**src/rtl/calc_pkg.sv**
```systemverilog
// Shared key codes, FSM state encoding and ALU operation codes for the calculator sequencer.
package calc_pkg;

    localparam logic [4:0] KEY_DIGIT_LO = 5'h00;
    localparam logic [4:0] KEY_DIGIT_HI = 5'h0F;
    localparam logic [4:0] KEY_ADD      = 5'h10;
    localparam logic [4:0] KEY_MUL      = 5'h11;
    localparam logic [4:0] KEY_AND      = 5'h12;
    localparam logic [4:0] KEY_EXE      = 5'h13;
    localparam logic [4:0] KEY_SUB      = 5'h14;
    localparam logic [4:0] KEY_OR       = 5'h15;
    localparam logic [4:0] KEY_CE       = 5'h16;
    localparam logic [4:0] KEY_CLR      = 5'h17;

    localparam logic [2:0] DIGITS_MAX   = 3'd4;

    typedef enum logic [2:0] {
        ST_ENTER_A = 3'd0,
        ST_WAIT_OP = 3'd1,
        ST_ENTER_B = 3'd2,
        ST_EXEC    = 3'd3,
        ST_SHOW    = 3'd4
    } state_t;

    typedef enum logic [2:0] {
        OP_ADD = 3'd0,
        OP_SUB = 3'd1,
        OP_MUL = 3'd2,
        OP_AND = 3'd3,
        OP_OR  = 3'd4
    } alu_op_t;

    function automatic logic is_op_key(input logic [4:0] code);
        return (code == KEY_ADD) || (code == KEY_SUB) || (code == KEY_MUL) ||
               (code == KEY_AND) || (code == KEY_OR);
    endfunction

    function automatic alu_op_t key_to_op(input logic [4:0] code);
        case (code)
            KEY_SUB: return OP_SUB;
            KEY_MUL: return OP_MUL;
            KEY_AND: return OP_AND;
            KEY_OR:  return OP_OR;
            default: return OP_ADD;
        endcase
    endfunction

endpackage

```
**src/rtl/calc_sequencer_if.sv**
```systemverilog
// Keypad, ALU and display signals of the calculator sequencer.
interface calc_sequencer_if;
    logic        key_valid;
    logic [4:0]  key_code;
    logic        alu_done;
    logic [15:0] alu_result;
    logic [15:0] op_a;
    logic [15:0] op_b;
    logic [2:0]  alu_op;
    logic        alu_start;
    logic [15:0] display;
    logic [2:0]  state_o;

    modport master (
        output key_valid, key_code, alu_done, alu_result,
        input  op_a, op_b, alu_op, alu_start, display, state_o
    );

    modport slave (
        input  key_valid, key_code, alu_done, alu_result,
        output op_a, op_b, alu_op, alu_start, display, state_o
    );
endinterface

```
**src/rtl/operand_reg.sv**
```systemverilog
// 16-bit nibble shift register with a digit counter saturating at four digits.
module operand_reg
    import calc_pkg::*;
(
    input  logic        clk,
    input  logic        rst,
    input  logic        clr,
    input  logic        shift,
    input  logic        load,
    input  logic [3:0]  digit,
    input  logic [15:0] load_val,
    output logic [15:0] value,
    output logic [2:0]  count
);

    always_ff @(posedge clk or negedge rst) begin
        if (!rst) begin
            value <= 16'h0000;
            count <= 3'd0;
        end else if (load) begin
            value <= load_val;
            count <= DIGITS_MAX;
        end else if (clr && shift) begin
            // fresh entry: the new digit replaces whatever was shown
            value <= {12'h000, digit};
            count <= 3'd1;
        end else if (clr) begin
            value <= 16'h0000;
            count <= 3'd0;
        end else if (shift && (count < DIGITS_MAX)) begin
            value <= {value[11:0], digit};
            count <= count + 3'd1;
        end
    end

endmodule

```
**src/rtl/calc_sequencer.sv**
```systemverilog
// Keypad-driven calculator sequencer: collects operands, issues ALU requests, shows results.
module calc_sequencer
    import calc_pkg::*;
(
    input  logic             clk,
    input  logic             rst,
    calc_sequencer_if.slave  bus
);

    state_t      state, state_nxt;
    alu_op_t     op_q, op_nxt;
    logic        start_q, start_nxt;
    logic        a_clr, a_shift, a_load, b_clr, b_shift;
    logic [15:0] a_val, b_val;
    logic [2:0]  a_cnt, b_cnt;

    logic kv, is_digit, is_op, is_exe, is_ce, is_clr;
    assign kv       = bus.key_valid;
    assign is_digit = (bus.key_code <= KEY_DIGIT_HI);
    assign is_op    = is_op_key(bus.key_code);
    assign is_exe   = (bus.key_code == KEY_EXE);
    assign is_ce    = (bus.key_code == KEY_CE);
    assign is_clr   = (bus.key_code == KEY_CLR);

    always_comb begin
        state_nxt = state;
        op_nxt    = op_q;
        start_nxt = 1'b0;
        a_clr     = 1'b0;
        a_shift   = 1'b0;
        a_load    = 1'b0;
        b_clr     = 1'b0;
        b_shift   = 1'b0;
        if (kv && is_clr) begin
            a_clr     = 1'b1;
            b_clr     = 1'b1;
            op_nxt    = OP_ADD;
            state_nxt = ST_ENTER_A;
        end else begin
            case (state)
                ST_ENTER_A, ST_WAIT_OP: if (kv) begin
                    if (is_digit) begin
                        a_shift = 1'b1;
                        if (state == ST_ENTER_A && a_cnt == DIGITS_MAX - 3'd1)
                            state_nxt = ST_WAIT_OP;
                    end else if (is_op) begin
                        op_nxt    = key_to_op(bus.key_code);
                        b_clr     = 1'b1;
                        state_nxt = ST_ENTER_B;
                    end else if (is_ce) begin
                        a_clr     = 1'b1;
                        state_nxt = ST_ENTER_A;
                    end
                end
                ST_ENTER_B: if (kv) begin
                    if (is_digit)    b_shift = 1'b1;
                    else if (is_op)  op_nxt  = key_to_op(bus.key_code);
                    else if (is_ce)  b_clr   = 1'b1;
                    else if (is_exe) begin
                        start_nxt = 1'b1;
                        state_nxt = ST_EXEC;
                    end
                end
                // only the ALU completion (or CLR above) leaves EXEC
                ST_EXEC: if (bus.alu_done) begin
                    a_load    = 1'b1;
                    state_nxt = ST_SHOW;
                end
                ST_SHOW: if (kv) begin
                    if (is_digit) begin
                        a_clr     = 1'b1;
                        a_shift   = 1'b1;
                        state_nxt = ST_ENTER_A;
                    end else if (is_op) begin
                        op_nxt    = key_to_op(bus.key_code);
                        b_clr     = 1'b1;
                        state_nxt = ST_ENTER_B;
                    end else if (is_exe) begin
                        start_nxt = 1'b1;
                        state_nxt = ST_EXEC;
                    end else if (is_ce) begin
                        a_clr     = 1'b1;
                        state_nxt = ST_ENTER_A;
                    end
                end
                default: state_nxt = ST_ENTER_A;
            endcase
        end
    end

    always_ff @(posedge clk or negedge rst) begin
        if (!rst) begin
            state   <= ST_ENTER_A;
            op_q    <= OP_ADD;
            start_q <= 1'b0;
        end else begin
            state   <= state_nxt;
            op_q    <= op_nxt;
            start_q <= start_nxt;
        end
    end

    operand_reg u_reg_a (
        .clk(clk), .rst(rst), .clr(a_clr), .shift(a_shift), .load(a_load),
        .digit(bus.key_code[3:0]), .load_val(bus.alu_result),
        .value(a_val), .count(a_cnt)
    );

    operand_reg u_reg_b (
        .clk(clk), .rst(rst), .clr(b_clr), .shift(b_shift), .load(1'b0),
        .digit(bus.key_code[3:0]), .load_val(16'h0000),
        .value(b_val), .count(b_cnt)
    );

    assign bus.op_a      = a_val;
    assign bus.op_b      = b_val;
    assign bus.alu_op    = op_q;
    assign bus.alu_start = start_q;
    assign bus.state_o   = state;
    assign bus.display   = (state == ST_ENTER_B && b_cnt != 3'd0) ? b_val : a_val;

endmodule
```
**src/flat_wrapper.sv**
```systemverilog
// flat-port wrapper written by rule: the top's interface ports become plain ports
module calc_sequencer_flat import calc_pkg::*;
  (clk, rst, bus_key_valid, bus_key_code, bus_alu_done, bus_alu_result, bus_op_a, bus_op_b, bus_alu_op, bus_alu_start, bus_display, bus_state_o);
  calc_sequencer_if bus_i ();
  input  logic clk;
  input  logic rst;
  input wire logic [$bits(bus_i.key_valid)-1:0] bus_key_valid;
  input wire logic [$bits(bus_i.key_code)-1:0] bus_key_code;
  input wire logic [$bits(bus_i.alu_done)-1:0] bus_alu_done;
  input wire logic [$bits(bus_i.alu_result)-1:0] bus_alu_result;
  output wire logic [$bits(bus_i.op_a)-1:0] bus_op_a;
  output wire logic [$bits(bus_i.op_b)-1:0] bus_op_b;
  output wire logic [$bits(bus_i.alu_op)-1:0] bus_alu_op;
  output wire logic [$bits(bus_i.alu_start)-1:0] bus_alu_start;
  output wire logic [$bits(bus_i.display)-1:0] bus_display;
  output wire logic [$bits(bus_i.state_o)-1:0] bus_state_o;
  assign bus_i.key_valid = bus_key_valid;
  assign bus_i.key_code = bus_key_code;
  assign bus_i.alu_done = bus_alu_done;
  assign bus_i.alu_result = bus_alu_result;
  assign bus_op_a = bus_i.op_a;
  assign bus_op_b = bus_i.op_b;
  assign bus_alu_op = bus_i.alu_op;
  assign bus_alu_start = bus_i.alu_start;
  assign bus_display = bus_i.display;
  assign bus_state_o = bus_i.state_o;
  calc_sequencer u_core (.clk(clk), .rst(rst), .bus(bus_i));
endmodule
```
**config.mk**
```make
export PLATFORM = sky130hd
export DESIGN_NAME = calc_sequencer_flat
export DESIGN_NICKNAME = d
export VERILOG_FILES = /design/src/rtl/calc_pkg.sv /design/src/rtl/calc_sequencer_if.sv /design/src/rtl/operand_reg.sv /design/src/rtl/calc_sequencer.sv /design/src/flat_wrapper.sv
export SDC_FILE = /design/constraint.sdc
export NUM_CORES = 1
export LEC_CHECK = 0
export ABC_AREA = 1
export CAP_MARGIN = 20
export CORE_UTILIZATION = 51
export DETAILED_ROUTE_END_ITERATION = 10
export PLACE_DENSITY = 0.93
export SKIP_LAST_GASP = 1
export SYNTH_ARGS = -nofsm -noshare
export SYNTH_HDL_FRONTEND = slang
export SYNTH_SLANG_ARGS = --single-unit
export TNS_END_PERCENT = 20
```
**constraint.sdc**
```tcl
create_clock -name clk -period 4.8 [get_ports clk]
set_input_delay 0.96 -clock clk [delete_from_list [all_inputs] [get_ports clk]]
set_output_delay 0.96 -clock clk [all_outputs]
set_load 0.05 [all_outputs]
```
Yosys cells after proc, flatten, opt, wreduce, memory -nomap -nowiden
Index checks and enable logic that the tools add are counted.
{ "classes": {"div": 0, "n_mul": 0, "n_eq_ne": 23, "mux": 72, "n_reduce_logical": 23, "n_lt_le_gt_ge": 3, "n_addsub": 2, "bitwise": 0, "shifts": 0} }
{ "ops": {"columns": ["op", "n"], "rows": [
  ["two-way mux 16 bit", 8],
  ["two-way mux 3 bit", 28],
  ["equality test 5 bit (second input constant)", 8],
  ["two-way mux 1 bit", 31],
  ["one-hot mux 3 bit (4 select lines)", 2],
  ["inequality test 3 x 2 -> 1 bit (second input constant)", 4],
  ["equality test 3 x 2 -> 1 bit (second input constant)", 3],
  ["inequality test 3 bit (second input constant)", 3],
  ["AND reduction 9 bit", 1],
  ["logical AND 1 bit", 7],
  ["adder 3 x 1 -> 3 bit (second input constant)", 2],
  ["< comparator 3 bit (second input constant)", 2],
  ["one-hot mux 1 bit (2 select lines)", 3],
  ["nonzero test 2 bit", 3],
  ["nonzero test 3 bit", 2],
  ["<= comparator 5 x 4 -> 1 bit (second input constant)", 1],
  ["logical OR 1 bit", 4],
  ["inequality test 4 bit (second input constant)", 1],
  ["AND reduction 4 bit", 1],
  ["nonzero test 4 bit", 1],
  ["OR reduction 4 bit", 1],
  ["equality test 3 x 1 -> 1 bit (second input constant)", 1],
  ["equality test 3 bit (second input constant)", 1],
  ["zero test 3 bit", 1],
  ["4 further kinds", 4]
]} }
{ "word_totals": {"mem_bits_ro": 0, "regBits": 45, "output_inout_bits": 55, "ram_bits": 0, "latch_bits": 0, "word_cells": 130, "n_memories": 0} }

Depth between registers and ports, before layout
Gate-level depths: netlist of the first run.
{ "logic_depth": {"depth_word": 13, "depth_mapped": 12, "mapped_depth_nobuf": 11} }

Hierarchy
From an unflattened synthesis of the first run, not the netlist that was laid out.
{ "unflattened": {"hier_cells": 387, "hier_area_um2": 2832.7} }
{ "by_module_without_submodules": {"columns": ["module", "area_per_inst_um2", "seq_area_each_um2", "cells_each", "n_inst"], "rows": [
  ["operand_reg", 977.2, 475.5, 129, 2],
  ["calc_sequencer", 878.3, 175.2, 129, 1]
]} }

Worst setup path after synthesis of the first run
No wires, ideal clock.
{ "synth_path": {"path_kind": "reg-to-output", "start": "reg u_core.state[0], in the netlist u_core.bus.state_o[0]", "end": "out bus_display[4]", "n_path_buf": 1, "required_ns": 3.840, "setup_slack_ns": 1.506, "arrival_time_ns": 2.334, "path_stages_with_launch": 8, "cell_sequence": "dfrtp_1 > inv_1 > nand2_4 > inv_1 > nand2_1 > buf_2 > nor2_1 > a21oi_1"} }
{ "synth_via": {"elab_chain_cells": 3} }
{ "synth_lines": {"columns": ["element", "line_no", "rtl"], "rows": [
  ["from (decl)", "calc_sequencer.sv:10", "state_t state, state_nxt;"],
  ["from (signal assigned)", "calc_sequencer.sv:97", "state <= state_nxt;"],
  ["equality test 3 x 2 -> 1 bit", "calc_sequencer.sv:120", "assign bus.display = (state == ST_ENTER_B && b_cnt != 3'd0) ? b_val : a_val;"],
  ["logical AND 1 bit", "calc_sequencer.sv:120", null],
  ["two-way mux 16 bit", "calc_sequencer.sv:120", null],
  ["to (decl)", "flat_wrapper.sv:15", "output wire logic [$bits(bus_i.display)-1:0] bus_display;"]
]} }
No other way between the ends.

Final worst setup path of the first run
{ "layout_path": {"start": "reg u_core.state[0], in the netlist u_core.bus.state_o[0]", "end": "out bus_display[1]"} }
The elaborated chain is that of the path after synthesis.

==> results.cfg, run 1 <==
[status]
outcome = completed

[cells_and_area]
syn_to_final_growth_pct = 35.3
multi_input_area_um2 = 1370
stdcell_count = 530
fillers = 405
antenna_cells = 0
nNetsFinal = 488
seq_area_um2 = 1130
drive_above_1_share = 0.122

[pwr]
p_per_area_nw_per_um2 = 667
p_leak_nw = 1.88
vdd_drop_max_v = 0.000386

[place]
place_inst = 521
dp_hpwl_um = 5680
place.port_buffers = 79
finalWeightedCongestion = 0.932
pre_cts_slack_ns = 1.32

[synthesis]
synth_cell_types = 25
syn_nets = 408
synth_area_um2 = 2710
synthCells = 379
ys_warn_count = 0
syn_area_per_cell_um2 = 7.15
synth_seq_cells = 45
seq_area_frac_synth = 0.416

[floorplanning]
initial_core_util = 0.531
dieHeight_um = 74.9
dieArea_um2 = 5610
fp.coreArea_um2 = 5110
fp.dieW_um = 74.9
ioPinCount = 80
rows = 26

[flow_run]
drv_cap = 0

[sta]
max_freq_mhz = 259
slew_headroom = 0.331
min_period_ns = 3.86
worst_pin_slew_ns = 0.996
post-route-period-util = 0.804
slew_violations = 0
setup_tns_ns = 0
finClkSkew_ns = 0.0112
rsz0062_at_grt = false
layout_setup_ws_ns = 0.940
finalSetupViolations = 0
hold_viol = 0

[detailed_routing]
wl_um = 7580
drtIter0Drc = 240
drcViolationCount = 0
vias = 2760
ant_nets = 0
via_per_inst = 5.21
drtPass1Iterations = 5
wl_per_cell_um = 14.3

[clocking]
clock-sinks = 45
cts_resized = 0
cts_tree = yes
cts_buffer_depth = 2
cts_setup_buffers = 0
insertion_delay_ns = 0.31
clk_pin_slew_ns = 0.09
root_buffer = clkbuf_8
h-tree-depth = 2
numCtsBuffers = 5
ctsHoldBuffers = 0

[setup_path]
end_kind = output port
path_class = reg2out
worstSetupStartpointType = register
cp_max_fo = 26
cp.arrival_ns = 2.90
cp_data_required_time_ns = 3.84

[min_path]
hp-class = reg2reg

[grt]
grtUsageTotal = 0.287
grt_pass1_vias = 2436
grt_start_max_net_pins = 46
antenna_found_initial = 0
grt_first_pass_wirelength_um = 12000
grt_overflow = 0
-- report_power, final --
group | switching, W | total [W] | leakage, nW | internal (W)
Clock | 0.000135 | 0.000291 | 0.0554 | 0.000156
Sequential | 0.000119 | 0.000621 | 0.592 | 0.000502
Combinational | 0.00105 | 0.00153 | 1.24 | 0.000487
-- cells by family (layout without fill, tap and decap cells) --
kind of cell,Yosys count,in the layout,synth area share
adder cells (fa/ha/maj),4,4,0.0185
AND/OR/NAND/NOR,251,251,0.416
flip-flops,45,45,0.416
buffers and inverters,49,130,0.0789
AO/OA/AOI/OAI,24,24,0.0466
multiplexers,6,6,0.0249
-- sequential cells by signal (all words and copies together), names as in the netlist --
signal and count:
u_core.bus.alu_op 3, u_core.bus.alu_start 1, u_core.bus.state_o 3, u_core.u_reg_a.count 3, u_core.u_reg_a.value 16, u_core.u_reg_b.count 3, u_core.u_reg_b.value 16
-- path summary, 6_finish.rpt --
kind                                                          start                                    to  slack, ns  cells past startpoint
worst max-delay path              u_core.bus.state_o[0]$_DFFE_PN0P_                        bus_display[1]       0.94                      6
worst min-delay path            u_core.u_reg_a.count[1]$_DFFE_PN0P_   u_core.u_reg_a.count[1]$_DFFE_PN0P_       0.50                      2
worst max register to register    u_core.bus.state_o[2]$_DFFE_PN0P_  u_core.u_reg_b.value[12]$_DFFE_PN0P_       2.69                      6
worst min register to register  u_core.u_reg_a.count[1]$_DFFE_PN0P_   u_core.u_reg_a.count[1]$_DFFE_PN0P_       0.50                      2
max in group asynchronous                                       rst   u_core.u_reg_a.value[1]$_DFFE_PN0P_       3.66                      2
min in group asynchronous                                       rst   u_core.u_reg_b.count[2]$_DFFE_PN0P_       0.62                      1
-- cell usage in the layout, fill, tap and decap left out, drive strengths merged --
| cell type | count |
|---|---|
| nand4 | 4 |
| ha | 4 |
| a22oi | 1 |
| nor2 | 53 |
| bufinv | 1 |
| mux2 | 6 |
| clkdlybuf4s50 | 78 |
| nand3 | 33 |
| dfrtp | 45 |
| o21ai | 7 |
| clkbuf | 6 |
| nor3 | 1 |
| nand2 | 159 |
| nor4 | 1 |
| a21oi | 16 |
| buf | 2 |
| clkinv | 2 |
| inv | 41 |
-- metrics by stage --
stage / instance area (um2) / power, W / hold slack (ns) / utilization
3_3_place_gp: 3530 / 0.00212 / 0.462 / 0.691
6_report: 3670 / 0.00245 / 0.499 / 0.718
4_1_cts: 3640 / 0.00244 / 0.501 / 0.712
3_5_place_dp: 3530 / 0.00215 / 0.471 / 0.691
5_1_grt: 3670 / 0.00258 / 0.527 / 0.718
2_1_floorplan: 2710 / 0.00164 / 0.446 / -
-- layer usage --
metal	vias up	wire length (um)	part of all wire	GRT usage
li1	1329	-	-	-
met1	1294	3200	0.42	0.406
met2	117	3750	0.49	0.440
met3	20	434	0.057	0.0562
met4	0	192	0.025	0.0985
met5	-	0	0	0
-- layout make-up --
type	instances	share of cell area
Timing Repair Buffer	80	0.222
Clock inverter	2	0.0106
Sequential cell	45	0.307
Tap cell	70	0.0239
Clock buffer	6	0.0198
Multi-Input combinational cell	285	0.374
Inverter	42	0.0430
-- critical path, cell delays in order, from the launching register on --
cell and delay, ns:
dfrtp_1 0.49, inv_1 0.14, nand2_4 0.13, inv_1 0.08, nand2_1 0.60, mux2_2 0.43
clkdlybuf4s50_1 0.70
-- cell usage after synthesis (all sizes together) --
cell / instances / share of area
nand2: 159 / 0.24
nor2: 53 / 0.091
dfrtp: 45 / 0.42
inv: 41 / 0.057
nand3: 33 / 0.065
a21oi: 16 / 0.030
buf: 7 / 0.021
o21ai: 7 / 0.014
mux2: 6 / 0.025
ha: 4 / 0.018
nand4: 4 / 0.012
a22oi: 1 / 0.0028
clkinv: 1 / 0.0014
nor3: 1 / 0.0018
nor4: 1 / 0.0078
Note: power is estimated with default switching activity, not from simulation.
==> run 2: changes to the inputs <==
- CORE_UTILIZATION: 51 -> 43
- PLACE_DENSITY: 0.93 -> 0.85
- clock period: 4.8 -> 3.1 ns (I/O delays scaled with it)
==> run 2 against run 1 <==
Against the previous run:
- final cell count increased by 1.5%
- core utilization decreased by 9.8 points
- final area increased by 1.2%
- global-route usage decreased by 3.8 points
- combinational power increased by 63%
- critical path depth increased by 1
- highest routed layer unchanged
- sequential power increased by 56%
- via count increased by 0.51%
==> results.cfg, run 2 (synthesis gave the netlist of run 1 again) <==
[detailed_routing]
vias = 2774
drtPass1Iterations = 5
ant_nets = 0
wl_um = 7830
wl_per_cell_um = 14.6
drcViolationCount = 0
drtIter0Drc = 201
via_per_inst = 5.16

[grt]
grt_util_met1 = 0.335
grtUsageTotal = 0.249
grt_pass1_vias = 2496
grt_overflow = 0
grtUsageMet3 = 0.0371
grt_start_max_net_pins = 46
grt-busiest-layer = met2
grt_first_pass_wirelength_um = 12300
grt_util_met2 = 0.392
antenna_found_initial = 0

[cells_and_area]
largestRegisters = u_core.u_reg_a.value x16, u_core.u_reg_b.value x16
fillers = 526
drive_above_1_share = 0.162
most-common-layout-cells = nand2_1 (141), clkdlybuf4s50_1 (62), dfrtp_1 (45)
final_common_cell = nand2_1
nNetsFinal = 491
antenna_cells = 0
stdcell_count = 538
syn_to_final_growth_pct = 36.9

[sta]
min_period_ns = 2.71
finalSetupViolations = 0
hold_slack_ns = 0.153
worst_pin_slew_ns = 0.546
rsz0062_at_grt = false
layout_setup_ws_ns = 0.388
post-route-period-util = 0.875
finClkSkew_ns = 0.00499
slew_violations = 0
max_freq_mhz = 369
setup_tns_ns = 0
slew_headroom = 0.635
hold_viol = 0

[floorplanning]
dieHeight_um = 81.4
rows = 28
ioPinCount = 80
fp.dieW_um = 81.4
dieArea_um2 = 6620
fp.coreArea_um2 = 5990
initial_core_util = 0.452

[setup_path]
cp.arrival_ns = 2.09
cp_data_required_time_ns = 2.48
cp_max_fo = 26
end_kind = output port
worstSetupStartpointType = register
path_class = reg2out

[clocking]
cts_resized = 0
cts_tree = yes
insertion_delay_ns = 0.31
root_buffer = clkbuf_8
cts_setup_buffers = 0
h-tree-depth = 2
cts_buffer_depth = 2
numCtsBuffers = 5
ctsHoldBuffers = 0
clk_pin_slew_ns = 0.09
clock-sinks = 45

[place]
dp_hpwl_um = 5810
place.port_buffers = 79
pre_cts_slack_ns = 0.507
place_inst = 529
finalWeightedCongestion = 0.899

[pwr]
p_leak_nw = 1.93
p_per_area_nw_per_um2 = 1030
vdd_drop_max_v = 0.000679
power_w = 0.00383

[min_path]
hp-class = in2async

[flow_run]
drv_cap = 0

[status]
outcome = completed
==> run 2: cell types whose count changed in the layout (fill, tap and decap cells not counted), sizes merged <==
cell	change
clkinv	-1
buf	+19
clkinvlp	+2
clkdlybuf4s50	-16
bufinv	-1
==> run 2: worst max-delay path, stage by stage (launching register included) <==
cell and delay [ns]:
dfrtp_1 0.49, inv_1 0.15, nand2_4 0.15, inv_1 0.09
nand2_1 0.06, buf_4 0.26, mux2_2 0.38, buf_4 0.19
==> run 2: worst paths after layout <==
path,cells after the start,to,slack (ns),start
worst min register to register,2,u_core.u_reg_a.count[1]$_DFFE_PN0P_,0.51,u_core.u_reg_a.count[1]$_DFFE_PN0P_
worst max-delay path,7,bus_display[1],0.39,u_core.bus.state_o[0]$_DFFE_PN0P_
worst max register to register,9,u_core.u_reg_a.value[14]$_DFFE_PN0P_,1.15,u_core.bus.state_o[2]$_DFFE_PN0P_
min in group clk,2,u_core.u_reg_a.count[1]$_DFFE_PN0P_,0.51,u_core.u_reg_a.count[1]$_DFFE_PN0P_
max in group asynchronous,2,u_core.u_reg_b.value[9]$_DFFE_PN0P_,2.48,rst
worst min-delay path,1,u_core.bus.state_o[2]$_DFFE_PN0P_,0.15,rst
==> run 2: area by class of cell <==
type                            count  area (um2)  area share
Inverter                           42         158      0.0425
Sequential cell                    45        1130       0.303
Timing Repair Buffer               83         876       0.236
Multi-Input combinational cell    285        1370       0.369
Clock inverter                      2        15.0     0.00405
Tap cell                           75        93.8      0.0253
Clock buffer                        6        72.6      0.0196
==> run 2: through the flow <==
stage / util / area (um2)
floorplan: - / 2710
global placement: 0.602 / 3600
detailed placement: 0.602 / 3600
CTS: 0.616 / 3690
global route: 0.619 / 3710
finish: 0.619 / 3710
==> run 2: report_power, final <==
part	internal [W]	total, W	switching (W)
sequential	0.000777	0.000966	0.000189
combinational	0.000839	0.00249	0.00165
clock	0.000159	0.000375	0.000216
==> run 2: layer usage <==
metal  routed length [um]  up-vias  part of all wire
li1                     -     1341                 -
met1                 3330     1295              0.42
met2                 3900      119              0.50
met3                  403       19             0.051
met4                  206        0             0.026
met5                    0        -                 0
